`src/rtl/jtag_dbg_sched_if.sv`:
```
// UART-TX stream and byte-wide debug bus driven by the JTAG command scheduler.
interface jtag_dbg_sched_if;
  logic [7:0]  tx_data;
  logic        tx_valid;
  logic        tx_ready;
  logic        bus_req;
  logic        bus_we;
  logic [31:0] bus_adr;
  logic [7:0]  bus_dat_o;
  logic [7:0]  bus_dat_i;
  logic        bus_ack;

  modport master (
    output tx_data, tx_valid, bus_req, bus_we, bus_adr, bus_dat_o,
    input  tx_ready, bus_dat_i, bus_ack
  );

  modport slave (
    input  tx_data, tx_valid, bus_req, bus_we, bus_adr, bus_dat_o,
    output tx_ready, bus_dat_i, bus_ack
  );
endinterface

```
`src/rtl/jtag_dbg_sched.sv`:
```
// Synchronises JTAG DR updates into clk and sequences each decoded command to
// the UART-TX stream or the debug bus; status/read data go back to the DR capture.
module jtag_dbg_sched #(
  parameter int unsigned TIMEOUT      = 255,
  parameter bit          ADDR_AUTOINC = 1'b1
) (
  input  logic       clk,
  input  logic       reset,
  input  logic       jtag_update,
  input  logic [7:0] jtag_q,
  input  logic [2:0] jtag_addr_q,
  output logic [7:0] jtag_d,
  output logic [2:0] jtag_addr_d,
  jtag_dbg_sched_if.master dbg
);

  typedef enum logic [1:0] {IDLE, DECODE, TXW, BUS} state_e;
  typedef enum logic [2:0] {
    OP_TX  = 3'd0,
    OP_ADR = 3'd1,
    OP_WR  = 3'd2,
    OP_RD  = 3'd3,
    OP_CLR = 3'd4
  } op_e;

  localparam logic [15:0] TMO = 16'(TIMEOUT);

  state_e      state_q, state_d;
  op_e         cmd_op;
  logic [7:0]  cmd_dat;
  logic [2:0]  sync_q;
  logic        sync_prev;
  logic        cmd_stb;
  logic [15:0] cnt;
  logic [31:0] adr_q;
  logic [7:0]  rd_q;
  logic        err_q;
  logic        ovr_q;
  logic        busy;
  logic        tmo_hit;

  assign busy        = (state_q != IDLE);
  assign tmo_hit     = (cnt == TMO);
  assign jtag_d      = rd_q;
  assign jtag_addr_d = {busy, err_q, ovr_q};
  assign dbg.bus_adr = adr_q;

  always_ff @(posedge clk) begin
    if (reset) state_q <= IDLE;
    else       state_q <= state_d;
  end

  always_comb begin
    state_d       = state_q;
    dbg.tx_valid  = 1'b0;
    dbg.tx_data   = '0;
    dbg.bus_req   = 1'b0;
    dbg.bus_we    = 1'b0;
    dbg.bus_dat_o = '0;
    case (state_q)
      IDLE: if (cmd_stb) state_d = DECODE;
      DECODE: begin
        case (cmd_op)
          OP_TX:        state_d = TXW;
          OP_WR, OP_RD: state_d = BUS;
          default:      state_d = IDLE;
        endcase
      end
      TXW: begin
        dbg.tx_valid = 1'b1;
        dbg.tx_data  = cmd_dat;
        if (dbg.tx_ready) state_d = IDLE;
      end
      BUS: begin
        dbg.bus_req   = 1'b1;
        dbg.bus_we    = (cmd_op == OP_WR);
        dbg.bus_dat_o = (cmd_op == OP_WR) ? cmd_dat : '0;
        if (dbg.bus_ack || tmo_hit) state_d = IDLE;
      end
      default: state_d = IDLE;
    endcase
  end

  always_ff @(posedge clk) begin
    if (reset) begin
      sync_q    <= '0;
      sync_prev <= 1'b0;
      cmd_stb   <= 1'b0;
      cmd_op    <= OP_TX;
      cmd_dat   <= '0;
      cnt       <= '0;
      adr_q     <= '0;
      rd_q      <= '0;
      err_q     <= 1'b0;
      ovr_q     <= 1'b0;
    end else begin
      sync_q    <= {sync_q[1:0], jtag_update};
      sync_prev <= sync_q[2];
      cmd_stb   <= sync_q[2] & ~sync_prev;

      if (state_q == DECODE)   cnt <= '0;
      else if (state_q == BUS) cnt <= cnt + 16'd1;

      if (state_q == IDLE && cmd_stb) begin
        cmd_dat <= jtag_q;
        cmd_op  <= op_e'(jtag_addr_q);
      end

      if (state_q == DECODE) begin
        if (cmd_op == OP_ADR) adr_q <= {adr_q[23:0], cmd_dat};
        if (cmd_op == OP_CLR) begin
          err_q <= 1'b0;
          ovr_q <= 1'b0;
        end
      end

      // An ack coinciding with the timeout count still wins.
      if (state_q == BUS) begin
        if (dbg.bus_ack) begin
          if (cmd_op == OP_RD) rd_q <= dbg.bus_dat_i;
          if (ADDR_AUTOINC)    adr_q <= adr_q + 32'd1;
        end else if (tmo_hit) begin
          err_q <= 1'b1;
        end
      end

      // Placed after CLR so a command dropped in the CLR decode cycle still flags.
      if (cmd_stb && state_q != IDLE) ovr_q <= 1'b1;
    end
  end

endmodule

```
`src/flat_wrapper.sv`:
```
// flat-port wrapper written by rule: the top's interface ports become plain ports
module jtag_dbg_sched_flat 
#(
  parameter int unsigned TIMEOUT      = 255,
  parameter bit          ADDR_AUTOINC = 1'b1
)
  (clk, reset, jtag_update, jtag_q, jtag_addr_q, jtag_d, jtag_addr_d, dbg_tx_data, dbg_tx_valid, dbg_bus_req, dbg_bus_we, dbg_bus_adr, dbg_bus_dat_o, dbg_tx_ready, dbg_bus_dat_i, dbg_bus_ack);
  jtag_dbg_sched_if dbg_i ();
  input  logic clk;
  input  logic reset;
  input  logic jtag_update;
  input  logic [7:0] jtag_q;
  input  logic [2:0] jtag_addr_q;
  output logic [7:0] jtag_d;
  output logic [2:0] jtag_addr_d;
  output wire logic [$bits(dbg_i.tx_data)-1:0] dbg_tx_data;
  output wire logic [$bits(dbg_i.tx_valid)-1:0] dbg_tx_valid;
  output wire logic [$bits(dbg_i.bus_req)-1:0] dbg_bus_req;
  output wire logic [$bits(dbg_i.bus_we)-1:0] dbg_bus_we;
  output wire logic [$bits(dbg_i.bus_adr)-1:0] dbg_bus_adr;
  output wire logic [$bits(dbg_i.bus_dat_o)-1:0] dbg_bus_dat_o;
  input wire logic [$bits(dbg_i.tx_ready)-1:0] dbg_tx_ready;
  input wire logic [$bits(dbg_i.bus_dat_i)-1:0] dbg_bus_dat_i;
  input wire logic [$bits(dbg_i.bus_ack)-1:0] dbg_bus_ack;
  assign dbg_tx_data = dbg_i.tx_data;
  assign dbg_tx_valid = dbg_i.tx_valid;
  assign dbg_bus_req = dbg_i.bus_req;
  assign dbg_bus_we = dbg_i.bus_we;
  assign dbg_bus_adr = dbg_i.bus_adr;
  assign dbg_bus_dat_o = dbg_i.bus_dat_o;
  assign dbg_i.tx_ready = dbg_tx_ready;
  assign dbg_i.bus_dat_i = dbg_bus_dat_i;
  assign dbg_i.bus_ack = dbg_bus_ack;
  jtag_dbg_sched #(.TIMEOUT(TIMEOUT), .ADDR_AUTOINC(ADDR_AUTOINC)) u_core (.clk(clk), .reset(reset), .jtag_update(jtag_update), .jtag_q(jtag_q), .jtag_addr_q(jtag_addr_q), .jtag_d(jtag_d), .jtag_addr_d(jtag_addr_d), .dbg(dbg_i));
endmodule
```
`config.mk`:
```
export PLATFORM = sky130hd
export DESIGN_NAME = jtag_dbg_sched_flat
export DESIGN_NICKNAME = d
export VERILOG_FILES = /design/src/rtl/jtag_dbg_sched_if.sv /design/src/rtl/jtag_dbg_sched.sv /design/src/flat_wrapper.sv
export SDC_FILE = /design/constraint.sdc
export NUM_CORES = 1
export LEC_CHECK = 0
export CORE_UTILIZATION = 25
export DETAILED_ROUTE_END_ITERATION = 10
export MAX_ROUTING_LAYER = met4
export SETUP_SLACK_MARGIN = 0.15
export SYNTH_ARGS = -nofsm -noshare
export SYNTH_HDL_FRONTEND = slang
export SYNTH_SLANG_ARGS = --single-unit
```
`constraint.sdc`:
```
create_clock -name clk -period 1.6 [get_ports clk]
set_clock_uncertainty 0.15 [all_clocks]
set_input_delay 0.48 -clock clk [delete_from_list [all_inputs] [get_ports clk]]
set_output_delay 0.48 -clock clk [all_outputs]
set_load 0.05 [all_outputs]
```
==> results of run 1 <==
-- through the flow --
step | cells | hold slack, ns | worst slack [ns]
finish | 961 | 0.241 | -0.495
detailed placement | 870 | 0.233 | -0.675
global placement | 870 | 0.228 | -0.634
floorplan | 509 | 0.217 | -0.392
CTS | 950 | 0.241 | -0.487
global route | 961 | 0.248 | -0.546
-- state kept, by name, summed over array words and instances, names as in the netlist --
signal and flops:
u_core.cmd_dat 8, u_core.dbg.bus_adr 32, u_core.cmd_stb 1, u_core.ovr_q 1, u_core.cnt 16, u_core.cmd_op 3, u_core.err_q 1, u_core.state_q 2
u_core.sync_prev 1, u_core.sync_q 3, u_core.jtag_d 8
-- synthesized netlist by cell type (3+ instances only) --
cell / instances / area share
sky130_fd_sc_hd__nand4_1: 10 / 0.015
sky130_fd_sc_hd__or3_1: 8 / 0.012
sky130_fd_sc_hd__buf_4: 7 / 0.013
sky130_fd_sc_hd__nor2b_1: 8 / 0.012
sky130_fd_sc_hd__xnor2_1: 8 / 0.017
sky130_fd_sc_hd__nor2_1: 47 / 0.044
sky130_fd_sc_hd__nand3_2: 4 / 0.0099
sky130_fd_sc_hd__and3_1: 14 / 0.022
sky130_fd_sc_hd__nor4_1: 5 / 0.0077
sky130_fd_sc_hd__o21ai_0: 26 / 0.032
sky130_fd_sc_hd__a31oi_1: 17 / 0.026
sky130_fd_sc_hd__nand2b_1: 5 / 0.0077
sky130_fd_sc_hd__and2_1: 21 / 0.032
sky130_fd_sc_hd__a22oi_1: 3 / 0.0056
sky130_fd_sc_hd__buf_2: 8 / 0.0099
sky130_fd_sc_hd__buf_6: 5 / 0.014
sky130_fd_sc_hd__and4_1: 4 / 0.0087
sky130_fd_sc_hd__dfxtp_1: 76 / 0.38
sky130_fd_sc_hd__clkbuf_1: 14 / 0.013
sky130_fd_sc_hd__mux2i_1: 9 / 0.022
sky130_fd_sc_hd__a211oi_1: 4 / 0.0074
sky130_fd_sc_hd__inv_1: 12 / 0.011
sky130_fd_sc_hd__nand2_1: 66 / 0.061
sky130_fd_sc_hd__a21oi_1: 46 / 0.057
sky130_fd_sc_hd__nor3_1: 13 / 0.016
sky130_fd_sc_hd__xor2_1: 8 / 0.017
sky130_fd_sc_hd__nand3_1: 18 / 0.022
sky130_fd_sc_hd__o211ai_1: 3 / 0.0056
sky130_fd_sc_hd__or4_1: 3 / 0.0056
-- power groups by stage --
stage	clock [µW]	combinational, µW	sequential (µW)
global route	2390	192	1870
detailed placement	0	155	1920
CTS	2290	167	1870
finish	2260	183	1870
global placement	0	153	1920
floorplan	0	65.2	1920
-- worst register-to-register path, stage by stage, from the launching register on --
cell and delay, ns:
sky130_fd_sc_hd__dfxtp_4 0.40, sky130_fd_sc_hd__buf_4 0.12, sky130_fd_sc_hd__buf_6 0.08, sky130_fd_sc_hd__nand2b_4 0.13
sky130_fd_sc_hd__buf_6 0.11, sky130_fd_sc_hd__nor3_4 0.04, sky130_fd_sc_hd__buf_6 0.12, sky130_fd_sc_hd__buf_6 0.12
sky130_fd_sc_hd__buf_16 0.12, sky130_fd_sc_hd__a222oi_1 0.35, sky130_fd_sc_hd__nor2_1 0.08
-- final timing paths --
| check | startpoint | end | slack, ns | cells past startpoint |
|---|---|---|---|---|
| hold / removal | u_core.sync_prev | u_core.cmd_stb | 0.24 | 1 |
| setup / recovery | u_core.state_q[0] | dbg_bus_dat_o[6] | -0.50 | 6 |
| setup reg to reg | u_core.state_q[1] | u_core.dbg.bus_adr[6] | -0.35 | 10 |
| hold reg to reg | u_core.sync_prev | u_core.cmd_stb | 0.24 | 1 |
-- kinds of logic (layout without fill, tap and decap cells) --
family                   count (synthesis)  in the layout  share of synthesized area
flip-flops                              76             76                      0.376
AO/OA/AOI/OAI                          115            115                      0.171
XOR/XNOR                                16             16                     0.0347
buffers and inverters                   50            284                     0.0699
multiplexers                             9              9                     0.0223
adder cells (fa/ha/maj)                  2              2                    0.00619
AND/OR/NAND/NOR                        241            243                      0.319
-- routing by layer --
metal | vias to the layer above | part of all wire | GRT usage
met5 | - | 0 | -
met4 | 0 | 0.019 | 0.0637
met3 | 28 | 0.055 | 0.0504
met2 | 172 | 0.51 | 0.333
met1 | 2350 | 0.41 | 0.229
li1 | 2276 | - | -
-- what timing repair did --
| action | 4_1_cts | 5_1_grt |
|---|---|---|
| gates cloned | 6 | 1 |
| setup endpoints to repair | 133 | 131 |
| buffers inserted | 58 | 10 |
| resized for setup | 161 | 54 |
| pin swaps | 43 | 40 |
-- area by class of cell --
type,count,area share
clock inverter,5,0.00995
multi-input combinational,385,0.346
sequential,76,0.195
inverter,13,0.00728
clock buffer,11,0.0288
tap,216,0.0321
timing repair buffer,255,0.381
==> key figures, run 1 <==
Power
  • Switching power as a share of total power: 0.217
  • Peak supply drop: 0.000646 V
  • Combinational group share of total power: 0.042
  • Relative contribution of the clock network to total power: 0.524
  • Power density relative to cell area: approximately 510 nW/µm²
  • Internal: between 3000 and 4000 µW
  • Part of the total power dissipated in sequential elements: 0.434
  • Static Leak: around 0.0032 µW
  • Switching power total: 936 µW
  • Total power of the final layout: around 4300 µW

STA
  • Final critical-path required period: between 2 and 2.5 ns
  • Highest clock frequency the design can meet: 477 MHz
  • Unrepaired setup endpoints after global routing: true
  • Total negative setup slack: -19.57 ns
  • Fin worst setup slack: -0.495 ns
  • Setup violation total in the final timing report: 84
  • Final Cycle Share: 1.31
  • Number of max-slew violations in the final report: 0
  • Relative max-transition margin: 0.747
  • Count of final hold-check violations: 0
  • Worst-margin pin slew: 0.377 ns

Min path
  • Min-Delay Path Class: flop to flop

Clock tree
  • Clock transition at the registers of the reported paths: 0.06 ns
  • Hold buffer count at cts: 0
  • Total clock buffers created by CTS: 9
  • TritonCTS Sinks: 76
  • CTS tree: yes
  • Insertion delay of the later-clocked pin in the worst-skew pair: about 0.35 ns
  • Clock root cell: sky130_fd_sc_hd__clkbuf_16
  • Htree depth: 3
  • Clock tree buffer depth: 2

GRT
  • Overall overflow remaining after global route: 0
  • Number of antenna violations at the first check in global routing: 0
  • Pin count of the biggest net entering global routing: 40
  • Global-route wire length before repair: about 25 mm
  • Vias in the first global route: 4749
  • Total Routing Usage GR: 0.198

Synth
  • Part of the Yosys area used for sequential elements: 0.376
  • Net Count, Synth: approximately 540
  • Number of distinct library cell variants in the gate-level netlist after synthesis: 57
  • Number of enable flip-flop cells after synthesis: 0
  • Mean area per synthesized cell: just under 8 µm²
  • Dominant register cell in the synthesized netlist: sky130_fd_sc_hd__dfxtp_1
  • Yosys reg bits: 76
  • Count of warnings emitted by yosys: 0
  • Post-synth design cell area: 4040 µm²
  • Proportion of register bits with asynchronous set or reset after synthesis: 0
  • Post-Syn Instances: 509

Setup path
  • Ordered list of cells on the worst path: nand2_8 -> inv_12 -> nand2_4 -> nor2_4 -> and2_4 -> buf_12
  • Delay of the slowest critical-path stage: 0.40 ns
  • Number of buffer and inverter stages on the critical path: 2
  • Required @ worst endpoint: 0.97 ns
  • Crit. End Element: primary output
  • Crit Path Max Fanout: 5
  • Critical path class: flop to primary output
  • CP Data Arrival Time: ~1.5 ns
  • CP startpoint kind: flop
  • Kind of cell with the highest combined delay on the critical path: simple AND/OR/NAND/NOR gates
  • Critical Path Slowest Stage Cell: sky130_fd_sc_hd__dfxtp_4

Floorplanning
  • Top Ports: 86
  • Area of the die: 16700 µm²
  • Std-Cell Rows: 46
  • Chip height: 129 µm
  • Placeable core region: 15800 µm²
  • Die width: 129 µm
  • Starting Density: 0.255

Layout
  • Leading cell type in the layout, fill and taps excluded: sky130_fd_sc_hd__buf_4
  • Share of cells above drive strength 1: 0.588
  • Filler Cells Inserted: 1317
  • Antenna Diode Count: 0
  • Area occupied by registers: 1640 µm²
  • Final net count: 766
  • Most used cells in the layout excluding fill and tap cells: sky130_fd_sc_hd__buf_4 (98), sky130_fd_sc_hd__buf_12 (75), sky130_fd_sc_hd__nand2_1 (53)
  • Area Overhead vs Synth: 108%
  • Post-route cell area: 8420 µm²
  • Area used by multi-input combinational logic: 2920 µm²
  • Post-layout utilization of the core: 0.532

Outcome
  • Failing checks: negative setup slack
  • Status: finished, violations left

Placed design
  • IO Port Bufs: between 80 and 90
  • Sum of net half-perimeters after detailed placement: 9.94 mm
  • Cell area reported after detailed placement: 6660 µm²
  • Final weighted congestion in routability-driven placement: 0.881

Run
  • # Max-Cap Violations: 0

Route
  • Number of iterations in the first detailed-routing pass: 7
  • Vias per inst: 5.02
  • DR vias: 4826
  • Post-route DRC: 0
  • Per-cell routed wire length: approximately 17 µm
  • Final ANT Viol Nets: 0
  • Final Routed Wirelength: roughly 16 mm
  • Detailed router's first-iteration violation count: roughly 290
Note: power is estimated with default switching activity, not from simulation.
==> inputs of run 2 (changes only) <==
--- a/config.mk
+++ b/config.mk
@@ -5,9 +5,10 @@
 export SDC_FILE = /design/constraint.sdc
 export NUM_CORES = 1
 export LEC_CHECK = 0
-export CORE_UTILIZATION = 25
+export CORE_UTILIZATION = 45
 export DETAILED_ROUTE_END_ITERATION = 10
 export MAX_ROUTING_LAYER = met4
+export PLACE_DENSITY = 0.75
 export SETUP_SLACK_MARGIN = 0.15
 export SYNTH_ARGS = -nofsm -noshare
 export SYNTH_HDL_FRONTEND = slang
==> run 2 against run 1 <==
The run now fails in 5_1_grt; synthesized cell count stayed put; synthesized area stayed put.
==> key figures, run 2 <==
Placed design
  • Final weighted congestion in routability-driven placement: 0.943 (was 0.881)
  • Cell area reported after detailed placement: 6530 µm² (was 6660 µm²)
  • IO Port Bufs: 85 (unchanged)
  • Sum of net half-perimeters after detailed placement: 9.60 mm (was 9.94 mm)
  • Worst setup slack after placement: -0.599 ns (was -0.675 ns)

Synth
  • List of most frequent post-synthesis cells: sky130_fd_sc_hd__dfxtp_1 (76), sky130_fd_sc_hd__nand2_1 (66), sky130_fd_sc_hd__nor2_1 (47) (unchanged)
  • Top-area cell type share of the netlist area: 0.376 (unchanged)
  • Yosys reg bits: 76 (unchanged)
  • Cell types with the largest area share after synthesis: sky130_fd_sc_hd__dfxtp_1 (38%), sky130_fd_sc_hd__nand2_1 (6.1%), sky130_fd_sc_hd__a21oi_1 (5.7%) (unchanged)
  • Number of enable flip-flop cells after synthesis: 0 (unchanged)
  • Mean area per synthesized cell: 7.94 µm² (unchanged)
  • Proportion of register bits with asynchronous set or reset after synthesis: 0 (unchanged)
  • Dominant register cell in the synthesized netlist: sky130_fd_sc_hd__dfxtp_1 (unchanged)
  • Number of distinct library cell variants in the gate-level netlist after synthesis: 57 (unchanged)
  • Post-synth design cell area: 4040 µm² (unchanged)
  • Part of the Yosys area used for sequential elements: 0.376 (unchanged)
  • Count of warnings emitted by yosys: 0 (unchanged)
  • Post-Syn Instances: 509 (unchanged)
  • Most area-hungry cell type in the Yosys netlist: sky130_fd_sc_hd__dfxtp_1 (unchanged)
  • Net Count, Synth: 535 (unchanged)
  • Most frequent cell after synthesis: sky130_fd_sc_hd__dfxtp_1 (unchanged)

Clock tree
  • Total clock buffers created by CTS: 9 (unchanged)
  • Clock tree buffer depth: 2 (unchanged)
  • Clock root cell: sky130_fd_sc_hd__clkbuf_8 (was sky130_fd_sc_hd__clkbuf_16)
  • Hold buffer count at cts: 0 (unchanged)
  • Htree depth: 3 (unchanged)
  • TritonCTS Sinks: 76 (unchanged)

Floorplanning
  • Std-Cell Rows: 34 (was 46)
  • Top Ports: 86 (unchanged)
  • Die width: 96.8 µm (was 129 µm)
  • Starting Density: 0.464 (was 0.255)
  • Chip height: 96.8 µm (was 129 µm)

GRT
  • Pin count of the biggest net entering global routing: 37

Outcome
  • First error: [ERROR DPL-0038] Utilization greater than 100%, impossible to legalize
  • Status: stopped before the end (was finished, violations left)
  • Last stage the flow got to: 5_1_grt

STA
  • Pin type at the end of the worst path: top-level output
  • Worst-path endpoint after global-route repair_timing: dbg_bus_dat_o[4]
run 2: cell counts after synthesis:
No cell type changed its count.
run 2: timing repair:
action	CTS
buffers inserted	50
setup endpoints to repair	133
cloned	6
resized for setup	179
pin swaps	56
run 2: metrics by stage:
| stage | util | hold WS (ns) | instances |
|---|---|---|---|
| after floorplan | - | 0.217 | 509 |
| after global placement | 0.749 | 0.225 | 766 |
| after detailed placement | 0.749 | 0.233 | 766 |
| after CTS | 0.900 | 0.245 | 838 |
run 2: cells by family after synthesis:
kind of cell	count (synthesis)	synth area share
AND/OR/NAND/NOR	241	0.319
buffers and inverters	50	0.0699
multiplexers	9	0.0223
AO/OA/AOI/OAI	115	0.171
XOR/XNOR	16	0.0347
adder cells (fa/ha/maj)	2	0.00619
flip-flops	76	0.376
==> inputs of run 3 (changes only) <==
--- a/config.mk
+++ b/config.mk
@@ -5,11 +5,9 @@
 export SDC_FILE = /design/constraint.sdc
 export NUM_CORES = 1
 export LEC_CHECK = 0
-export CORE_UTILIZATION = 45
+export CORE_UTILIZATION = 30
 export DETAILED_ROUTE_END_ITERATION = 10
-export MAX_ROUTING_LAYER = met4
-export PLACE_DENSITY = 0.75
-export SETUP_SLACK_MARGIN = 0.15
+export PLACE_DENSITY_LB_ADDON = 0.15
 export SYNTH_ARGS = -nofsm -noshare
 export SYNTH_HDL_FRONTEND = slang
 export SYNTH_SLANG_ARGS = --single-unit
==> constraint.sdc (replaced) <==
create_clock -name clk -period 2.1 [get_ports clk]
set_clock_uncertainty 0.15 [all_clocks]
set_input_delay 0.63 -clock clk [delete_from_list [all_inputs] [get_ports clk]]
set_output_delay 0.63 -clock clk [all_outputs]
set_load 0.05 [all_outputs]
==> run 3 against run 2 <==
The flow now finishes, with violations (negative setup slack).
==> key figures, run 3 (synthesis gave the netlist of run 1 again) <==
Floorplanning
  • Starting Density: 0.307 (was 0.464)
  • Top Ports: 86 (unchanged)
  • Std-Cell Rows: 42 (was 34)
  • Placeable core region: approximately 13000 µm²
  • Chip height: 118 µm (was 96.8 µm)
  • Die width: 118 µm (was 96.8 µm)
  • Area of the die: 13900 µm²

Power
  • Static Leak: between 0.002 and 0.0025 µW
  • Peak supply drop: 0.000440 V
  • Power density relative to cell area: 521 nW/µm²

Setup path
  • Required @ worst endpoint: between 1 and 1.5 ns
  • Crit. End Element: primary output
  • Crit Path Max Fanout: 5
  • CP Data Arrival Time: 1.43 ns
  • Critical Path Slowest Stage Cell: sky130_fd_sc_hd__dfxtp_4
  • Delay of the slowest critical-path stage: 0.39 ns
  • Ordered list of cells on the worst path: nand2_8 -> inv_12 -> nand2_4 -> nor2_4 -> and2_4 -> buf_12
  • CP startpoint kind: flop
  • Critical path class: flop to primary output

GRT
  • Overall overflow remaining after global route: 0
  • Number of antenna violations at the first check in global routing: 0
  • Pin count of the biggest net entering global routing: 32
  • Global-route wire length before repair: 20.8 mm
  • Total Routing Usage GR: 0.190
  • Vias in the first global route: 3974

Min path
  • Min-Delay Path Class: flop to flop

Clock tree
  • Htree depth: 3 (unchanged)
  • Insertion delay of the later-clocked pin in the worst-skew pair: 0.35 ns
  • Clock transition at the registers of the reported paths: 0.06 ns
  • TritonCTS Sinks: 76 (unchanged)
  • Clock root cell: sky130_fd_sc_hd__clkbuf_16 (was sky130_fd_sc_hd__clkbuf_8)
  • CTS tree: yes
  • Clock tree buffer depth: 2 (unchanged)
  • Total clock buffers created by CTS: 9 (unchanged)

Placed design
  • IO Port Bufs: 85 (unchanged)
  • Cell area reported after detailed placement: 5860 µm² (was 6530 µm²)
  • Worst setup slack after placement: -0.326 ns (was -0.599 ns)
  • Instance count after placement with tap cells included: 793 (was 766)
  • Sum of net half-perimeters after detailed placement: 9.39 mm (was 9.60 mm)
  • Final weighted congestion in routability-driven placement: 0.849 (was 0.943)

Layout
  • Leading cell type in the layout, fill and taps excluded: sky130_fd_sc_hd__buf_4
  • Share of cells above drive strength 1: 0.335
  • Post-layout utilization of the core: 0.480
  • Max reg flops: 32
  • Number of cells in the finished layout apart from fillers: 820
  • Filler Cells Inserted: 1273
  • Post-route cell area: about 6300 µm²
  • Most used cells in the layout excluding fill and tap cells: sky130_fd_sc_hd__buf_4 (80), sky130_fd_sc_hd__nand2_1 (64), sky130_fd_sc_hd__dfxtp_1 (55)
  • Final net count: between 600 and 700
  • Antenna Diode Count: 0
  • Area Overhead vs Synth: 56.5%

STA
  • Minimum hold slack: 0.235 ns
  • Final Cycle Share: 1.05
  • Relative max-transition margin: 0.714
  • Setup violation total in the final timing report: 18
  • Highest clock frequency the design can meet: 453 MHz
  • Fin worst setup slack: -0.106 ns
  • Number of max-slew violations in the final report: 0
  • Unrepaired setup endpoints after global routing: true
  • Final critical-path required period: 2.21 ns
  • Count of final hold-check violations: 0
  • Worst-margin pin slew: roughly 0.43 ns

Outcome
  • Failing checks: negative setup slack
  • Status: finished, violations left (was stopped before the end)

Route
  • DR vias: 4172
  • Final Routed Wirelength: ~13 mm
  • Vias per inst: 5.09
  • Final ANT Viol Nets: 0
  • Number of iterations in the first detailed-routing pass: 5
  • Post-route DRC: 0
  • Detailed router's first-iteration violation count: 339
  • Per-cell routed wire length: between 15 and 20 µm

Run
  • # Max-Cap Violations: 0
[run 3: worst paths after layout]
path	from	endpoint	slack, ns	cells after the start
setup / recovery	u_core.state_q[0]	dbg_bus_dat_o[6]	-0.11	6
hold / removal	u_core.sync_prev	u_core.cmd_stb	0.24	1
setup reg to reg	u_core.state_q[0]	u_core.err_q	0.14	7
hold reg to reg	u_core.sync_prev	u_core.cmd_stb	0.24	1
[run 3: area by class of cell]
type,instances,area (µm²),area share
Inverter,13,61.3,0.00969
Sequential cell,76,1550,0.245
Tap cell,176,220,0.0348
Clock inverter,6,95.1,0.0150
Timing Repair Buffer,155,1820,0.288
Multi-Input combinational cell,384,2350,0.371
Clock buffer,10,229,0.0362
[run 3: where the power goes]
part / internal [µW] / switching (µW) / total, µW
logic: 67.1 / 55.9 / 123
clock network: 1060 / 663 / 1720
registers: 1450 / 6.03 / 1450
[run 3: critical path: cells and delay by family (launching register included)]
family / cells / cell delay [ns]
AND/OR/NAND/NOR: 4 / 0.50
buffers and inverters: 2 / 0.19
flip-flops: 1 / 0.39
[run 3: routing by layer]
metal	share of wire	wire (µm)	GRT usage
met5	0	0	0
met1	0.43	5570	0.232
met4	0.015	190	0.0721
met2	0.49	6350	0.317
met3	0.061	789	0.0489
[run 3: metrics by stage]
stage          TNS (ns)  total power, µW
2_1_floorplan    -0.331             1530
3_3_place_gp      -5.39             1600
3_5_place_dp      -6.31             1600
4_1_cts           -1.84             3340
5_1_grt           -2.41             3400
6_report          -1.41             3290
[run 3: timing repair]
action                     in CTS  in global routing
setup endpoints to repair      19                 25
hold buffers                    0                  0
gates cloned                    2                  0
pin swaps                       4                  0
gates resized for setup        20                  6
buffers inserted                8                  1
